--- src/rtl/bcd_disp_pkg.sv ---
// Shared types and 7-segment patterns ({g,f,e,d,c,b,a}, high-true) for the BCD scan display.
package bcd_disp_pkg;

  typedef logic [6:0] seg7_t;
  typedef logic [3:0] bcd_t;

  localparam seg7_t SEG_0    = 7'h3F;
  localparam seg7_t SEG_1    = 7'h06;
  localparam seg7_t SEG_2    = 7'h5B;
  localparam seg7_t SEG_3    = 7'h4F;
  localparam seg7_t SEG_4    = 7'h66;
  localparam seg7_t SEG_5    = 7'h6D;
  localparam seg7_t SEG_6    = 7'h7D;
  localparam seg7_t SEG_7    = 7'h07;
  localparam seg7_t SEG_8    = 7'h7F;
  localparam seg7_t SEG_9    = 7'h6F;
  localparam seg7_t SEG_DASH = 7'h40;
  localparam seg7_t SEG_OFF  = 7'h00;

endpackage

--- src/rtl/bcd_to_seg7.sv ---
// Combinational BCD to high-true 7-segment decoder; non-BCD nibbles show a dash and flag err.
module bcd_to_seg7
  import bcd_disp_pkg::*;
(
  input  bcd_t  bcd,
  output seg7_t seg,
  output logic  err
);

  always_comb begin
    seg = SEG_DASH;
    err = (bcd > 4'd9);
    case (bcd)
      4'd0:    seg = SEG_0;
      4'd1:    seg = SEG_1;
      4'd2:    seg = SEG_2;
      4'd3:    seg = SEG_3;
      4'd4:    seg = SEG_4;
      4'd5:    seg = SEG_5;
      4'd6:    seg = SEG_6;
      4'd7:    seg = SEG_7;
      4'd8:    seg = SEG_8;
      4'd9:    seg = SEG_9;
      default: seg = SEG_DASH;
    endcase
  end

endmodule

--- src/rtl/bcd_scan_display.sv ---
// Multiplexed 7-segment driver: latches NDIG BCD digits and scans them onto a shared bus.
// Optional leading-zero blanking is enabled by defining BCD_SCAN_LZ_BLANK_EN.
module bcd_scan_display
  import bcd_disp_pkg::*;
#(
  parameter int unsigned NDIG       = 4,
  parameter int unsigned PRESCALE   = 1000,
  parameter bit          ACTIVE_LOW = 1'b1
) (
  input  logic              clk,
  input  logic              clr,
  input  logic [4*NDIG-1:0] digits_in,
  input  logic              latch,
  output logic [NDIG-1:0]   an,
  output logic [6:0]        seg,
  output logic              scan_tick,
  output logic              bcd_err
);

  localparam int unsigned CNT_W = (PRESCALE > 1) ? $clog2(PRESCALE) : 1;
  localparam int unsigned IDX_W = (NDIG > 1) ? $clog2(NDIG) : 1;
  localparam logic [NDIG-1:0] AN_IDLE  = ACTIVE_LOW ? '1 : '0;
  localparam seg7_t           SEG_IDLE = ACTIVE_LOW ? ~SEG_OFF : SEG_OFF;

  logic [CNT_W-1:0]       cnt_q, cnt_d;
  logic [IDX_W-1:0]       idx_q, idx_d;
  logic [NDIG-1:0][3:0]   hold_q, hold_d;
  logic                   scan_tick_q, scan_tick_d;
  logic [NDIG-1:0]        an_q, an_d;
  seg7_t                  seg_q, seg_d;
  logic                   bcd_err_q, bcd_err_d;

  logic                   tick;
  logic                   blank;
  bcd_t                   cur_bcd;
  seg7_t                  dec_seg;
  seg7_t                  seg_hi;
  logic                   dec_err;
  logic [NDIG-1:0]        an_hot;

  bcd_to_seg7 u_dec (
    .bcd (cur_bcd),
    .seg (dec_seg),
    .err (dec_err)
  );

`ifdef BCD_SCAN_LZ_BLANK_EN
  // A digit is blanked when it and every more significant digit hold zero; digit 0 never blanks.
  logic [NDIG-1:0] lz_mask;
  logic            zero_run;

  always_comb begin
    lz_mask  = '0;
    zero_run = 1'b1;
    for (int i = NDIG - 1; i > 0; i--) begin
      zero_run   = zero_run & (hold_q[i] == 4'd0);
      lz_mask[i] = zero_run;
    end
    blank = lz_mask[idx_q];
  end
`else
  always_comb begin
    blank = 1'b0;
  end
`endif

  // Prescaler, scan index and hold register next state
  always_comb begin
    tick        = (cnt_q == CNT_W'(PRESCALE - 1));
    cnt_d       = tick ? '0 : cnt_q + CNT_W'(1);
    idx_d       = idx_q;
    if (tick) begin
      idx_d = (idx_q == IDX_W'(NDIG - 1)) ? '0 : idx_q + IDX_W'(1);
    end
    hold_d      = latch ? digits_in : hold_q;
    scan_tick_d = tick;
  end

  // Output stage decodes the digit selected by the current index and applies polarity
  always_comb begin
    cur_bcd   = hold_q[idx_q];
    an_hot    = NDIG'(1) << idx_q;
    seg_hi    = blank ? SEG_OFF : dec_seg;
    an_d      = ACTIVE_LOW ? ~an_hot : an_hot;
    seg_d     = ACTIVE_LOW ? ~seg_hi : seg_hi;
    bcd_err_d = dec_err;
  end

  always_ff @(posedge clk or posedge clr) begin
    if (clr) begin
      cnt_q       <= '0;
      idx_q       <= '0;
      hold_q      <= '0;
      scan_tick_q <= 1'b0;
      an_q        <= AN_IDLE;
      seg_q       <= SEG_IDLE;
      bcd_err_q   <= 1'b0;
    end else begin
      cnt_q       <= cnt_d;
      idx_q       <= idx_d;
      hold_q      <= hold_d;
      scan_tick_q <= scan_tick_d;
      an_q        <= an_d;
      seg_q       <= seg_d;
      bcd_err_q   <= bcd_err_d;
    end
  end

  assign an        = an_q;
  assign seg       = seg_q;
  assign scan_tick = scan_tick_q;
  assign bcd_err   = bcd_err_q;

endmodule

--- config.mk ---
export PLATFORM = sky130hd
export DESIGN_NAME = bcd_scan_display
export DESIGN_NICKNAME = d
export VERILOG_FILES = /design/src/rtl/bcd_disp_pkg.sv /design/src/rtl/bcd_to_seg7.sv /design/src/rtl/bcd_scan_display.sv
export SDC_FILE = /design/constraint.sdc
export NUM_CORES = 1
export LEC_CHECK = 0
export ABC_AREA = 0
export BUFFER_PORTS_ARGS = -buffer_cell sky130_fd_sc_hd__clkbuf_2
export CORE_ASPECT_RATIO = 0.9
export CORE_UTILIZATION = 49
export CTS_BUF_LIST = sky130_fd_sc_hd__clkbuf_8 sky130_fd_sc_hd__clkbuf_16
export CTS_CLUSTER_SIZE = 14
export DETAILED_ROUTE_END_ITERATION = 10
export PLACE_DENSITY_LB_ADDON = 0.15
export SLEW_MARGIN = 5
export SYNTH_ARGS = -nofsm -noshare
export SYNTH_HDL_FRONTEND = slang
export SYNTH_SLANG_ARGS = --single-unit
--- constraint.sdc ---
create_clock -name clk -period 1.8 [get_ports clk]
set_input_delay 0.36 -clock clk [delete_from_list [all_inputs] [get_ports clk]]
set_output_delay 0.36 -clock clk [all_outputs]
set_load 0.02 [all_outputs]
==> impl_results.md <==
- Hold Crit Class: input pin to asynchronous set/reset pin
- Commonest non-fill, non-tap cells in the layout: clkbuf_2 (31), dfrtp_1 (29), mux2_2 (18)
- Commonest non-fill, non-tap cell in the layout: clkbuf_2
- Gr ovfl total: 0
- Maximum VDD drop: about 0.00050 V
- Fmax: around 0.58 GHz
- Total CTS buffers: 5
- Register area share after synthesis: roughly 56%
- Post-Syn Instances: 145
- Area fraction in compound gates after synthesis: around 5%
- Met3 usage: 5.26%
- Vias in the first global route: ~1,100
- Share of layout cells above drive strength 1: between 40% and 50%
- Max Cap Viol: 0
- CTS Buffer Depth: 2
- Crit Path Class: flip-flop to flip-flop
- Row count: 20
- Final Critical Period: between 1.5 and 2 ns
- Clock Skews: ~0.0053 ns
- I/O Buffers: 31
- Critical Path AT: between 1.5 and 2 ns
- CP startpoint kind: flip-flop
- Placed cell count: approximately 220
- Largest net degree at the start of global routing: between 40 and 50
- Chip Width: roughly 67 microns
- Reg clk slew, reported paths: 0.08 ns
- Synth Area in Simple Gates: a little under a tenth
- Overall Global Routing Usage: 19.0%
- Max Slew Vio Count: 0
- RSZ-0062 raised after global routing: no
- Initial antenna violation count: 0
- Non-filler cells, final: 231
- Crit-path max FO: 3
- Setup TNS: 0 ns
- Clk Latency, worst-skew pair: slightly below 0.3 ns
- Final net count: approximately 220
- Outcome: completed
- Endpoint class of the critical path: flip-flop
- Met1 usage: about a quarter
- CTS tree: done
- Buf+Inv Stages, Crit Path: 1
- Post-DP HPWL: around 2400 microns
- Io pins: 32
- Seq cells post-synth: 41
- Mapped cell area: 1860 sq um
- FFs w/ async S/R, synth: between 90% and 100%
- Initial Util: between 50% and 60%
- LEAKAGE: about 0.0011 uW
- Die Area: slightly above 4000 sq um
- Grt peak-use layer: met2
- Slew margin rel.: 67.6%
- Biggest cell delay along the critical path: around 0.53 ns
- Fin. Hold Viols: 0
- First-pass GRT wire length: approximately 5300 microns
- Syn avg cell area: 12.8 sq um
- Pwr dens: between 900 and 1000 nW/um^2
- Xor and xnor area share after synthesis: 2.36%
- Area Growth Syn to Fin: 20.1%
- CTS H-tree depth: 2
- Synth cell types: 32
- Most used DFF post-synth: dfrtp_1
- Number of post-CTS setup repair buffers: 0
- Worst Tran Pin Value: roughly 0.5 ns
- DRT Wirelength: between 3000 and 4000 microns
- DRC viols: 0
- Clk sinks: 41
- Routability cong.: slightly below 0.8
- Met2 GRT Util: just under 30%
- Vias/cell: ~5.3
- # diodes: 0
- Yosys warns: 0
- Critical-path top delay cell: mux4_2
- EDFF count, synth: 0
- Post-synthesis adder-cell area fraction: under 10%
- Antenna viol nets, final: 0
- Root Driver: clkbuf_8
- Number of setup violations in the final report: 0
- Core area: roughly 3500 sq um
- Largest family of logic cells by synthesized area: multiplexers
- Hold_ws: 0.150 ns
- CP required: between 2 and 2.5 ns
- Drt wl/cell: 14.8 microns
- Fin crit share: about 96%
- Die H: around 60 microns
- Routed via count: between 1,000 and 1,500
- Synthesized Nets: about 180
- 1st-pass router iterations: 4
- Mux contribution to synthesized area: 16.5%
- Crit-path cells: mux4_2, inv_2, ha_1, or2b_1, a21oi_1
- CP top delay family: multiplexers
- Iter 0 DRT Violations: 37
- Fillers: between 300 and 400
[worst reg2reg max path: cells and delay by family (launching register included)]
kind            cells  cell delay (ns)
simple gates        1             0.23
mux                 1             0.53
compound gates      1             0.15
flops               1             0.41
buf+inv             1             0.09
fa+ha+maj           1             0.25
[through the flow]
stage | instance area [sq um] | utilization (%) | power [uW] | setup slack (ns)
2_1_floorplan | 1860 | - | 1220 | 0.0109
3_3_place_gp | 2090 | 59.6 | 1290 | 0.0881
3_5_place_dp | 2090 | 59.6 | 1310 | 0.0396
4_1_cts | 2210 | 63.0 | 2070 | 0.0154
5_1_grt | 2230 | 63.7 | 2150 | 0.00891
6_report | 2230 | 63.7 | 2050 | 0.0808
[cells by family after synthesis]
family	after synthesis
AND/OR/NAND/NOR	34
multiplexers	23
AO/OA/AOI/OAI	15
buffers and inverters	16
adder cells (fa/ha/maj)	11
XOR/XNOR	5
flip-flops	41
[power breakdown]
part	switching (uW)	total (uW)	internal [uW]	leakage [uW]
Sequential	32.5	1040	1000	0.000480
Combinational	145	260	116	0.000536
Clock	311	757	446	0.0000626
Total	488	2050	1560	0.00108
[layer usage]
layer,wire (microns),share of wire (%),vias to the layer above
met5,0,0,-
met4,97,2.8,0
met3,218,6.4,9
met2,1580,46,42
met1,1520,45,585
li1,-,-,578
[path summary, 6_finish.rpt]
kind / start / end / slack [ns] / depth (start not counted)
max in group asynchronous: clr / idx_q[1] / 1.28 / 3
max: idx_q[1] / seg[3] / 0.08 / 5
min: clr / scan_tick / 0.15 / 3
max reg2reg: idx_q[1] / seg[3] / 0.08 / 5
min in group clk: digits_in[10] / hold_q[10] / 0.29 / 2
min reg2reg: cnt_q[9] / cnt_q[9] / 0.49 / 1
[registers in the layout (all words and copies together), names as in the netlist]
signal,cells
scan_tick,1
seg,7
cnt_q,10
idx_q,2
bcd_err,1
hold_q,16
an,4
[cell usage after synthesis, types with 3 or more instances]
master,n,area share [%]
a21oi_1,8,2.2
dfrtp_1,30,40
dfstp_2,11,16
ha_1,11,7.4
inv_1,11,2.2
mux2_2,18,11
mux4_2,3,3.6
nand2_1,6,1.2
nand3_1,4,1.1
nor2_1,15,3.0
xor2_1,3,1.4
[repair_timing]
action,4_1_cts,5_1_grt
endpoints found under the setup margin,0,4
hold buffers,0,0
resized for setup,0,2
[cell type report]
class | instances | area [sq um] | share of cell area, %
clock inverters | 2 | 33.8 | 1.51
flip-flops and latches | 41 | 1040 | 46.6
well taps | 44 | 55.1 | 2.46
clock buffers | 6 | 82.6 | 3.70
multi-input cells | 89 | 772 | 34.6
repair buffers | 38 | 208 | 9.30
inverters | 11 | 41.3 | 1.85
(Power assumes the default switching activity.)
